[config.mk]
export PLATFORM = sky130hd
export DESIGN_NAME = pipeline_hazard_ctrl
export DESIGN_NICKNAME = d
export VERILOG_FILES = /design/src/rtl/rv32i_pkg.sv /design/src/rtl/pipeline_hazard_ctrl_fwd_sel.sv /design/src/rtl/pipeline_hazard_ctrl.sv
export SDC_FILE = /design/constraint.sdc
export NUM_CORES = 1
export LEC_CHECK = 0
export ABC_AREA = 1
export CORE_UTILIZATION = 48
export DETAILED_ROUTE_END_ITERATION = 6
export PLACE_DENSITY_LB_ADDON = 0.08
export SLEW_MARGIN = 10
export SYNTH_ARGS = -nofsm -noshare
export SYNTH_HDL_FRONTEND = slang
export SYNTH_HIERARCHICAL = 1
export SYNTH_SLANG_ARGS = --single-unit
[constraint.sdc]
create_clock -name clk -period 1.54 [get_ports clk]
set_input_delay 0.308 -clock clk [delete_from_list [all_inputs] [get_ports clk]]
set_output_delay 0.308 -clock clk [all_outputs]
set_load 0.01 [all_outputs]
[src/rtl/rv32i_pkg.sv]
// Shared rv32i pipeline types used by the hazard controller: forwarding selects,
// hazard FSM states and the E/M/W shadow scoreboard record.
package rv32i_pkg;

   localparam int REG_AW = 5;

   typedef enum logic [1:0] {
      FWD_NONE = 2'b00,
      FWD_WB   = 2'b01,
      FWD_MEM  = 2'b10
   } fwd_sel_t;

   typedef enum logic {
      HZ_RUN      = 1'b0,
      HZ_MEM_WAIT = 1'b1
   } hz_state_t;

   typedef struct packed {
      logic              valid;
      logic [REG_AW-1:0] rd;
      logic              regwrite;
      logic              is_load;
      logic              is_mem;
      logic [REG_AW-1:0] rs1;
      logic [REG_AW-1:0] rs2;
   } hz_rec_t;

   // A record is a hazard source only if it really writes a non-x0 register.
   function automatic logic hz_src(input hz_rec_t r);
      return r.valid && r.regwrite && (r.rd != '0);
   endfunction

endpackage

[src/rtl/pipeline_hazard_ctrl_fwd_sel.sv]
// Forwarding select for one E-stage source operand: the younger M-stage result
// wins over W, and a load still in M cannot forward (its data is not back yet).
import rv32i_pkg::*;

module hz_fwd_sel (
   input  logic [REG_AW-1:0] src,
   input  logic              m_src,
   input  logic [REG_AW-1:0] m_rd,
   input  logic              m_load,
   input  logic              w_src,
   input  logic [REG_AW-1:0] w_rd,
   output fwd_sel_t          sel
);

   always_comb begin
      sel = FWD_NONE;
      if (m_src && (m_rd == src) && !m_load)
         sel = FWD_MEM;
      else if (w_src && (w_rd == src))
         sel = FWD_WB;
   end

endmodule

[src/rtl/pipeline_hazard_ctrl.sv]
// Hazard / stall / flush controller for the 5-stage rv32i pipeline: shadow
// scoreboard of E/M/W, load-use detection, forwarding selects and dmem freeze.
import rv32i_pkg::*;

module pipeline_hazard_ctrl #(
   parameter  int ADW      = 5,
   parameter  int MAX_WAIT = 16,
   localparam int CW       = $clog2(MAX_WAIT + 1)
) (
   input  logic           clk,
   input  logic           rst_n,
   input  logic           instr_validD,
   input  logic [ADW-1:0] addr_1D,
   input  logic [ADW-1:0] addr_2D,
   input  logic           use_rs1D,
   input  logic           use_rs2D,
   input  logic [4:0]     RdD,
   input  logic           regwriteD,
   input  logic           resultsrcD,
   input  logic           memwriteD,
   input  logic           redirectE,
   input  logic           dmem_ready,
   output logic           stallF,
   output logic           stallD,
   output logic           stallE,
   output logic           stallM,
   output logic           flushD,
   output logic           flushE,
   output logic           flushW,
   output fwd_sel_t       fwdAE,
   output fwd_sel_t       fwdBE,
   output hz_state_t      hz_state,
   output logic           mem_timeout
);

   hz_rec_t   rec_d, rec_e, rec_m, rec_w;
   hz_state_t state, state_nxt;
   logic [CW-1:0] wait_cnt, wait_nxt;
   logic      m_access, freeze, load_use;
   logic      unused_rec_w;

   assign hz_state     = state;
   assign unused_rec_w = ^{rec_w.is_load, rec_w.is_mem, rec_w.rs1, rec_w.rs2};

   always_comb begin
      rec_d          = '0;
      rec_d.valid    = 1'b1;
      rec_d.rd       = RdD;
      rec_d.regwrite = regwriteD;
      rec_d.is_load  = resultsrcD;
      rec_d.is_mem   = resultsrcD | memwriteD;
      rec_d.rs1      = addr_1D;
      rec_d.rs2      = addr_2D;
   end

   assign m_access = rec_m.valid && rec_m.is_mem;
   assign load_use = instr_validD && rec_e.is_load && hz_src(rec_e) &&
                     ((use_rs1D && (addr_1D == rec_e.rd)) ||
                      (use_rs2D && (addr_2D == rec_e.rd)));

   // The M access is frozen on every cycle it is not ready, including the RUN
   // cycle that discovers it; otherwise the access would slide into W unfinished.
   always_comb begin
      state_nxt = state;
      freeze    = 1'b0;
      wait_nxt  = '0;
      stallF    = 1'b0;
      stallD    = 1'b0;
      stallE    = 1'b0;
      stallM    = 1'b0;
      flushD    = 1'b0;
      flushE    = 1'b0;
      flushW    = 1'b0;
      case (state)
         HZ_RUN: begin
            if (m_access && !dmem_ready) begin
               state_nxt = HZ_MEM_WAIT;
               freeze    = 1'b1;
            end
         end
         HZ_MEM_WAIT: begin
            if (dmem_ready) state_nxt = HZ_RUN;
            else            freeze    = 1'b1;
         end
         default: state_nxt = HZ_RUN;
      endcase
      if (freeze)
         wait_nxt = (wait_cnt == CW'(MAX_WAIT)) ? wait_cnt : wait_cnt + 1'b1;
      if (rst_n) begin
         if (freeze) begin
            stallF = 1'b1;
            stallD = 1'b1;
            stallE = 1'b1;
            stallM = 1'b1;
            flushW = 1'b1;
         end else if (redirectE) begin
            flushD = 1'b1;
            flushE = 1'b1;
         end else if (load_use) begin
            stallF = 1'b1;
            stallD = 1'b1;
            flushE = 1'b1;
         end
      end
   end

   always_ff @(posedge clk or negedge rst_n) begin
      if (!rst_n) begin
         state       <= HZ_RUN;
         wait_cnt    <= '0;
         mem_timeout <= 1'b0;
      end else begin
         state    <= state_nxt;
         wait_cnt <= wait_nxt;
         if (wait_nxt == CW'(MAX_WAIT)) mem_timeout <= 1'b1;
      end
   end

   // While frozen, E and M hold; W takes the bubble the M/W register receives.
   always_ff @(posedge clk or negedge rst_n) begin
      if (!rst_n) begin
         rec_e <= '0;
         rec_m <= '0;
         rec_w <= '0;
      end else if (freeze) begin
         rec_w <= '0;
      end else begin
         rec_e <= (flushE || !instr_validD) ? '0 : rec_d;
         rec_m <= rec_e;
         rec_w <= rec_m;
      end
   end

   hz_fwd_sel u_fwd_a (
      .src    (rec_e.rs1),
      .m_src  (hz_src(rec_m)),
      .m_rd   (rec_m.rd),
      .m_load (rec_m.is_load),
      .w_src  (hz_src(rec_w)),
      .w_rd   (rec_w.rd),
      .sel    (fwdAE)
   );

   hz_fwd_sel u_fwd_b (
      .src    (rec_e.rs2),
      .m_src  (hz_src(rec_m)),
      .m_rd   (rec_m.rd),
      .m_load (rec_m.is_load),
      .w_src  (hz_src(rec_w)),
      .w_rd   (rec_w.rd),
      .sel    (fwdBE)
   );

endmodule

# [After elaboration in Yosys (flattened, before gate mapping)]
# Index checks and enable logic that the tools add are counted.
[classes] n_mul=0 bitwise_logic=2 muxes=23 n_addsub=1 n_reduce_logical=27 div_mod_pow=0 shifts=0 n_lt_le_gt_ge=0 n_eq_ne=8
[ops] cell="19-bit 2-to-1 mux" count=2
[ops] cell="5-bit equality test" count=6
[ops] cell="1-bit logical AND" count=19
[ops] cell="1-bit 2-to-1 mux" count=16
[ops] cell="5-bit nonzero test" count=3
[ops] cell="5-bit equality test, second input constant" count=2
[ops] cell="5-bit 2-to-1 mux" count=2
[ops] cell="5-bit by 1-bit adder with 5-bit output, second input constant" count=1
[ops] cell="2-bit 2-to-1 mux" count=2
[ops] cell="1-bit logical NOT" count=3
[ops] cell="1-bit logical OR" count=2
[ops] cell="1-bit case mux with 2 select lines" count=1
[ops] cell="1-bit NOT" count=1
[ops] cell="1-bit OR" count=1
[word_totals] reg_bits=52 in_bits=25 latch_bits=0 mem_bits_rw=0 wordCells=81 memories=0 romBits=0 output_inout_bits=13

# [Logic depth before layout (Yosys ltp)]
# Gate-level depths: netlist (run 1).
[logic_depth] word_depth=10 ltp_mapped=12 mapped_depth_nobuf=11

# [By module]
# The synthesis (run 1) kept the hierarchy.
[modules_own_cells] mod="pipeline_hazard_ctrl" cells_each=255 area_per_inst_um2=2013.2 seq_area_each_um2=1051.0 instances=1
[modules_own_cells] mod="hz_fwd_sel" cells_each=48 area_per_inst_um2=198.9 seq_area_each_um2=0.0 instances=2

# [Worst setup path after synthesis (run 1)]
# No wires, ideal clock.
[synth_path] path_kind="reg2out" start="register state, in the netlist hz_state" end="output port stallF" arrival_ps=1348 stages_incl_launch_ff=8 setup_slack_ps=-116 required_ps=1232 cell_sequence="dfrtp_1 > inv_1 > nand2_1 > nand2_2 > buf_2 > clkbuf_1 > a21oi_1 > buf_4"
[synth_between] elab_chain_len=4
[synth_rtl] item="start: declaration" line="pipeline_hazard_ctrl.sv:37" rtl="hz_state_t state, state_nxt;"
[synth_rtl] item="start signal: assignment" line="pipeline_hazard_ctrl.sv:113" rtl="state <= state_nxt;"
[synth_rtl] item="1-bit NOT"
[synth_rtl] item="1-bit case mux with 2 select lines (*)" line="pipeline_hazard_ctrl.sv:74" rtl="case (state)"
[synth_rtl] item="1-bit 2-to-1 mux (*) (2 in a row)"
[synth_rtl] item="end: declaration" line="pipeline_hazard_ctrl.sv:23" rtl="output logic stallF,"
# Mark *: on every way between the ends. The rest lies on a longest branch, timed or not.

# [Final worst setup path (run 1)]
[layout_path] start="register rec_w[17] in the netlist's numbering" end="output port fwdAE[0]"
[layout_between] elab_chain_len=5 elab_cells_between_ends=6 cone_classes="eq/ne: 1; mux: 2; reduce/logical: 3"
[layout_rtl] item="start: declaration" line="pipeline_hazard_ctrl.sv:36" rtl="hz_rec_t rec_d, rec_e, rec_m, rec_w;"
[layout_rtl] item="start signal: assignment" line="pipeline_hazard_ctrl.sv:130" rtl="rec_w <= rec_m;"
[layout_rtl] item="5-bit nonzero test" line="rv32i_pkg.sv:30" rtl="return r.valid && r.regwrite && (r.rd != '0);"
[layout_rtl] item="1-bit logical AND" line="rv32i_pkg.sv:30"
[layout_rtl] item="1-bit logical AND (*)" line="pipeline_hazard_ctrl_fwd_sel.sv:19" rtl="else if (w_src && (w_rd == src))"
[layout_rtl] item="1-bit 2-to-1 mux (*)" line="pipeline_hazard_ctrl_fwd_sel.sv:19"
[layout_rtl] item="2-bit 2-to-1 mux (*)" line="pipeline_hazard_ctrl_fwd_sel.sv:17" rtl="if (m_src && (m_rd == src) && !m_load)"
[layout_rtl] item="end: declaration" line="pipeline_hazard_ctrl.sv:30" rtl="output fwd_sel_t fwdAE,"
# Marks and branches as above.

==> run_results.csv, run 1 <==
group,metric,value,unit
yosys,syn_nets,378,
yosys,ys_seq_area_share,43.6,%
power,pwr_density_cell,885,nW/um^2
die,start_util,50.4,%
placement,numPortBuffers,37,
yosys,avgSynthCellArea,6.87,um^2
placement,post-place-ws,-0.837,ns
final_layout,finalNetCount,461,
yosys,synth_seq_cells,42,
timing,slew_headroom,64.9,%
timing,rsz0062_at_grt,"yes",
worst_setup_path,critical_path.startpoint,"rec_w[17]",
clock_tree,cts.clk_slew.worst_paths,0.08,ns
power,p_sw,0.00104,W
worst_setup_path,worstSetupStartpointType,"flip-flop",
final_layout,fin_cells,502,
yosys,synth-async-reset-ratio,100,%
timing,hold_viol_final,0,
worst_setup_path,slowest_stage,"dfrtp_1",
worst_setup_path,critical_path_required,1.23,ns
worst_setup_path,r2r_end,"rec_e[14]",
timing,max_freq,0.495,GHz
detailed_routing,vias,2363,
yosys,ys_warn_count,6,
power,peakVddDrop,556,uV
clock_tree,cts_max_level,2,
yosys,synthTopCellsByCount,"nand2_1, inv_1, nor2_1, dfrtp_1, nand3_1",
global_route,grt_pass1_wl,9.98,mm
yosys,synth_compound_area_share,2.39,%
power,totalPowerFinal,0.00315,W
global_route,antenna_found_initial,0,
global_route,grt_max_degree,43,
final_layout,fillers,364,
clock_tree,worstSkewPairLatency,0.30,ns
power,p_leak,1.93,nW
worst_setup_path,r2r_start,"rec_m[18]",
timing,min_period_over_period,131,%
die,die_area,5310,um^2
global_route,grt_usage,25.1,%
yosys,synth_fa_ha_area_share,1.04,%
yosys,syn_inst,351,
worst_setup_path,rr_worst_depth,12,
power,p_seq_share,42.5,%
clock_tree,clock_path_buffers,2,
outcome,failed_checks,"negative setup slack",
worst_setup_path,path_class,"flip-flop to output port",
worst_setup_path,worstSetupEndpointType,"output port",
yosys,synth-simple-area-share,38.1,%
detailed_routing,first_iter_violations,166,
detailed_routing,ant_nets,0,
detailed_routing,drc_errors,0,
placement,dp.cells,479,
clock_tree,cts_tree,"done",
detailed_routing,viasPerCell,4.71,
worst_setup_path,crit_family,"simple AND/OR/NAND/NOR gates",
power,power_frac_clock,23.7,%
worst_setup_path,critPathMaxStageDelay,0.38,ns
detailed_routing,wirelength,6.54,mm
detailed_routing,wl_met1,2.87,mm
global_route,grt-ovfl-total,0,
power,p_sw_share,32.9,%
clock_tree,ctsHoldBuffers,0,
worst_setup_path,cp_max_fo,2,
yosys,synth_mux_area_share,0,%
power,comb_power_share,33.8,%
die,die-width,72.9,um
yosys,ys_types,25,
worst_hold_path,min_path_type,"input port to asynchronous set/reset pin",
detailed_routing,wl_met2,3.31,mm
yosys,synth_top_cell_by_area,"dfrtp_1",
yosys,synth_edf_count,0,
clock_tree,cts_root_buffer,"clkbuf_8",
placement,place_congestion,0.798,
yosys,syn_area,2410,um^2
timing,fin_ws,-0.480,ns
timing,finalCriticalPeriod,2.02,ns
placement,hpwl,4.24,mm
final_layout,drive_gt1_share,30.8,%
run,drv_cap,0,
final_layout,area_delta_synth_final,47.5,%
detailed_routing,highest_layer,"met4",
yosys,yosysTopAreaCellShare,43.6,%
die,core,4790,um^2
worst_setup_path,critPathArrivalTime,1.71,ns
yosys,yosysMostFrequentCell,"nand2_1",
power,internal_power,0.00211,W
worst_setup_path,rrSetupSlack,-0.18,ns
timing,worstMarginPinSlew,0.527,ns
clock_tree,cts_sinks,42,
clock_tree,cts_inserted_buffers,5,
yosys,synth_top_family_by_area,"simple AND/OR/NAND/NOR gates",
timing,finalClockSkew,0.00897,ns
worst_setup_path,critPathBufInv,2,
global_route,grt_pass1_vias,2126,
die,row_count,25,
yosys,synth_flop_cell,"dfrtp_1",
timing,drv_slew,0,
detailed_routing,wl_per_cell,13.0,um
detailed_routing,route.met3.wl,274,um
die,io_pins,38,
yosys,yosys-top-cells-area,"dfrtp_1, nand2_1, inv_1, nor2_1, nand3_1",
final_layout,diodes,0,
detailed_routing,drt-pass1-iter-count,4,
timing,setup_viol,33,
yosys,synthXorXnorAreaFrac,2.54,%
worst_setup_path,cp_cell_sequence,"or3_1, o311ai_1, inv_1, nand2_1, nor2_1, nand3_1, nor2_2, buf_2",
outcome,status,"complete, but fails checks",
die,die_height,72.9,um
## layer usage
layer | up-vias | track usage (%)
li1 | 1213 | -
met1 | 1085 | 33.1
met2 | 59 | 42.1
met3 | 6 | 4.42
met4 | 0 | 8.06
met5 | - | 0
## power by group through the flow
| stage | Clock (W) | Sequential (W) | Combinational (W) |
|---|---|---|---|
| final | 0.000747 | 0.00134 | 0.00106 |
| after global routing | 0.000817 | 0.00135 | 0.00117 |
| after CTS | 0.000751 | 0.00133 | 0.000947 |
| after detailed placement | 0 | 0.00135 | 0.000815 |
| after global placement | 0 | 0.00134 | 0.000803 |
| after floorplan | 0 | 0.00134 | 0.000446 |
## how the worst max path moves through the flow
stage,end,slack [ns],cells past startpoint
6_report,fwdAE[0],-0.48,8
5_1_grt,fwdAE[0],-0.59,8
4_1_cts,fwdAE[0],-0.53,8
3_5_place_dp,stallD,-0.84,10
3_3_place_gp,stallD,-0.83,10
2_1_floorplan,fwdAE[0],-0.04,7
## cells in the final DEF, fill, tap and decap left out, types with 9 or more instances in the layout
cell type / n
nor2_1: 40
nand2_1: 120
dfrtp_1: 40
buf_4: 34
nand2_2: 10
inv_1: 46
buf_6: 17
inv_2: 12
nand3_2: 20
clkdlybuf4s50_1: 14
dlygate4sd2_1: 9
## flip-flops by register name, summed over array words and instances (netlist names)
register and flops:
rec_m 9, mem_timeout 1, rec_e 19, wait_cnt 5
hz_state 1, rec_w 7
## final cells by class
class                           count  area (um^2)  share of cell area, %
Timing Repair Buffer               87          833                   23.4
Clock buffer                        7         86.3                   2.43
Inverter                           59          226                   6.37
Sequential cell                    42         1050                   29.6
Clock inverter                      1         5.00                  0.141
Multi-Input combinational cell    239         1270                   35.7
Tap cell                           67         83.8                   2.36
## cells by family after synthesis
group,count (synthesis)
xor gates and xnor gates,7
buffers and inverters,70
adders and majority gates,2
and+or+nand+nor,220
DFF,42
AOI/OAI and AO/OA,10
## stage by stage
| step | hold slack, ns | utilization (%) | area (um^2) | setup TNS (ns) |
|---|---|---|---|---|
| after detailed placement | 0.438 | 63.9 | 3060 | -13.59 |
| after global placement | 0.440 | 63.9 | 3060 | -13.50 |
| final | 0.0915 | 74.3 | 3560 | -6.65 |
| after CTS | 0.120 | 69.6 | 3330 | -3.90 |
| after global routing | 0.143 | 74.3 | 3560 | -9.04 |
| after floorplan | 0.0124 | - | 2420 | -0.0815 |
## what timing repair did
item | CTS | global route
endpoints found under the setup margin | 31 | 34
pin swaps | 21 | 42
cloned | 2 | 1
buffers inserted | 8 | 7
gates resized for setup | 95 | 47
(Power assumes the default switching activity.)
==> inputs of run 2 (changes only) <==
--- a/config.mk
+++ b/config.mk
@@ -9,7 +9,6 @@
 export CORE_UTILIZATION = 48
 export DETAILED_ROUTE_END_ITERATION = 6
 export PLACE_DENSITY_LB_ADDON = 0.08
-export SLEW_MARGIN = 10
 export SYNTH_ARGS = -nofsm -noshare
 export SYNTH_HDL_FRONTEND = slang
 export SYNTH_HIERARCHICAL = 1
==> results of run 2 <==
Final layout, timing and power as in run 1 (identical DEF).
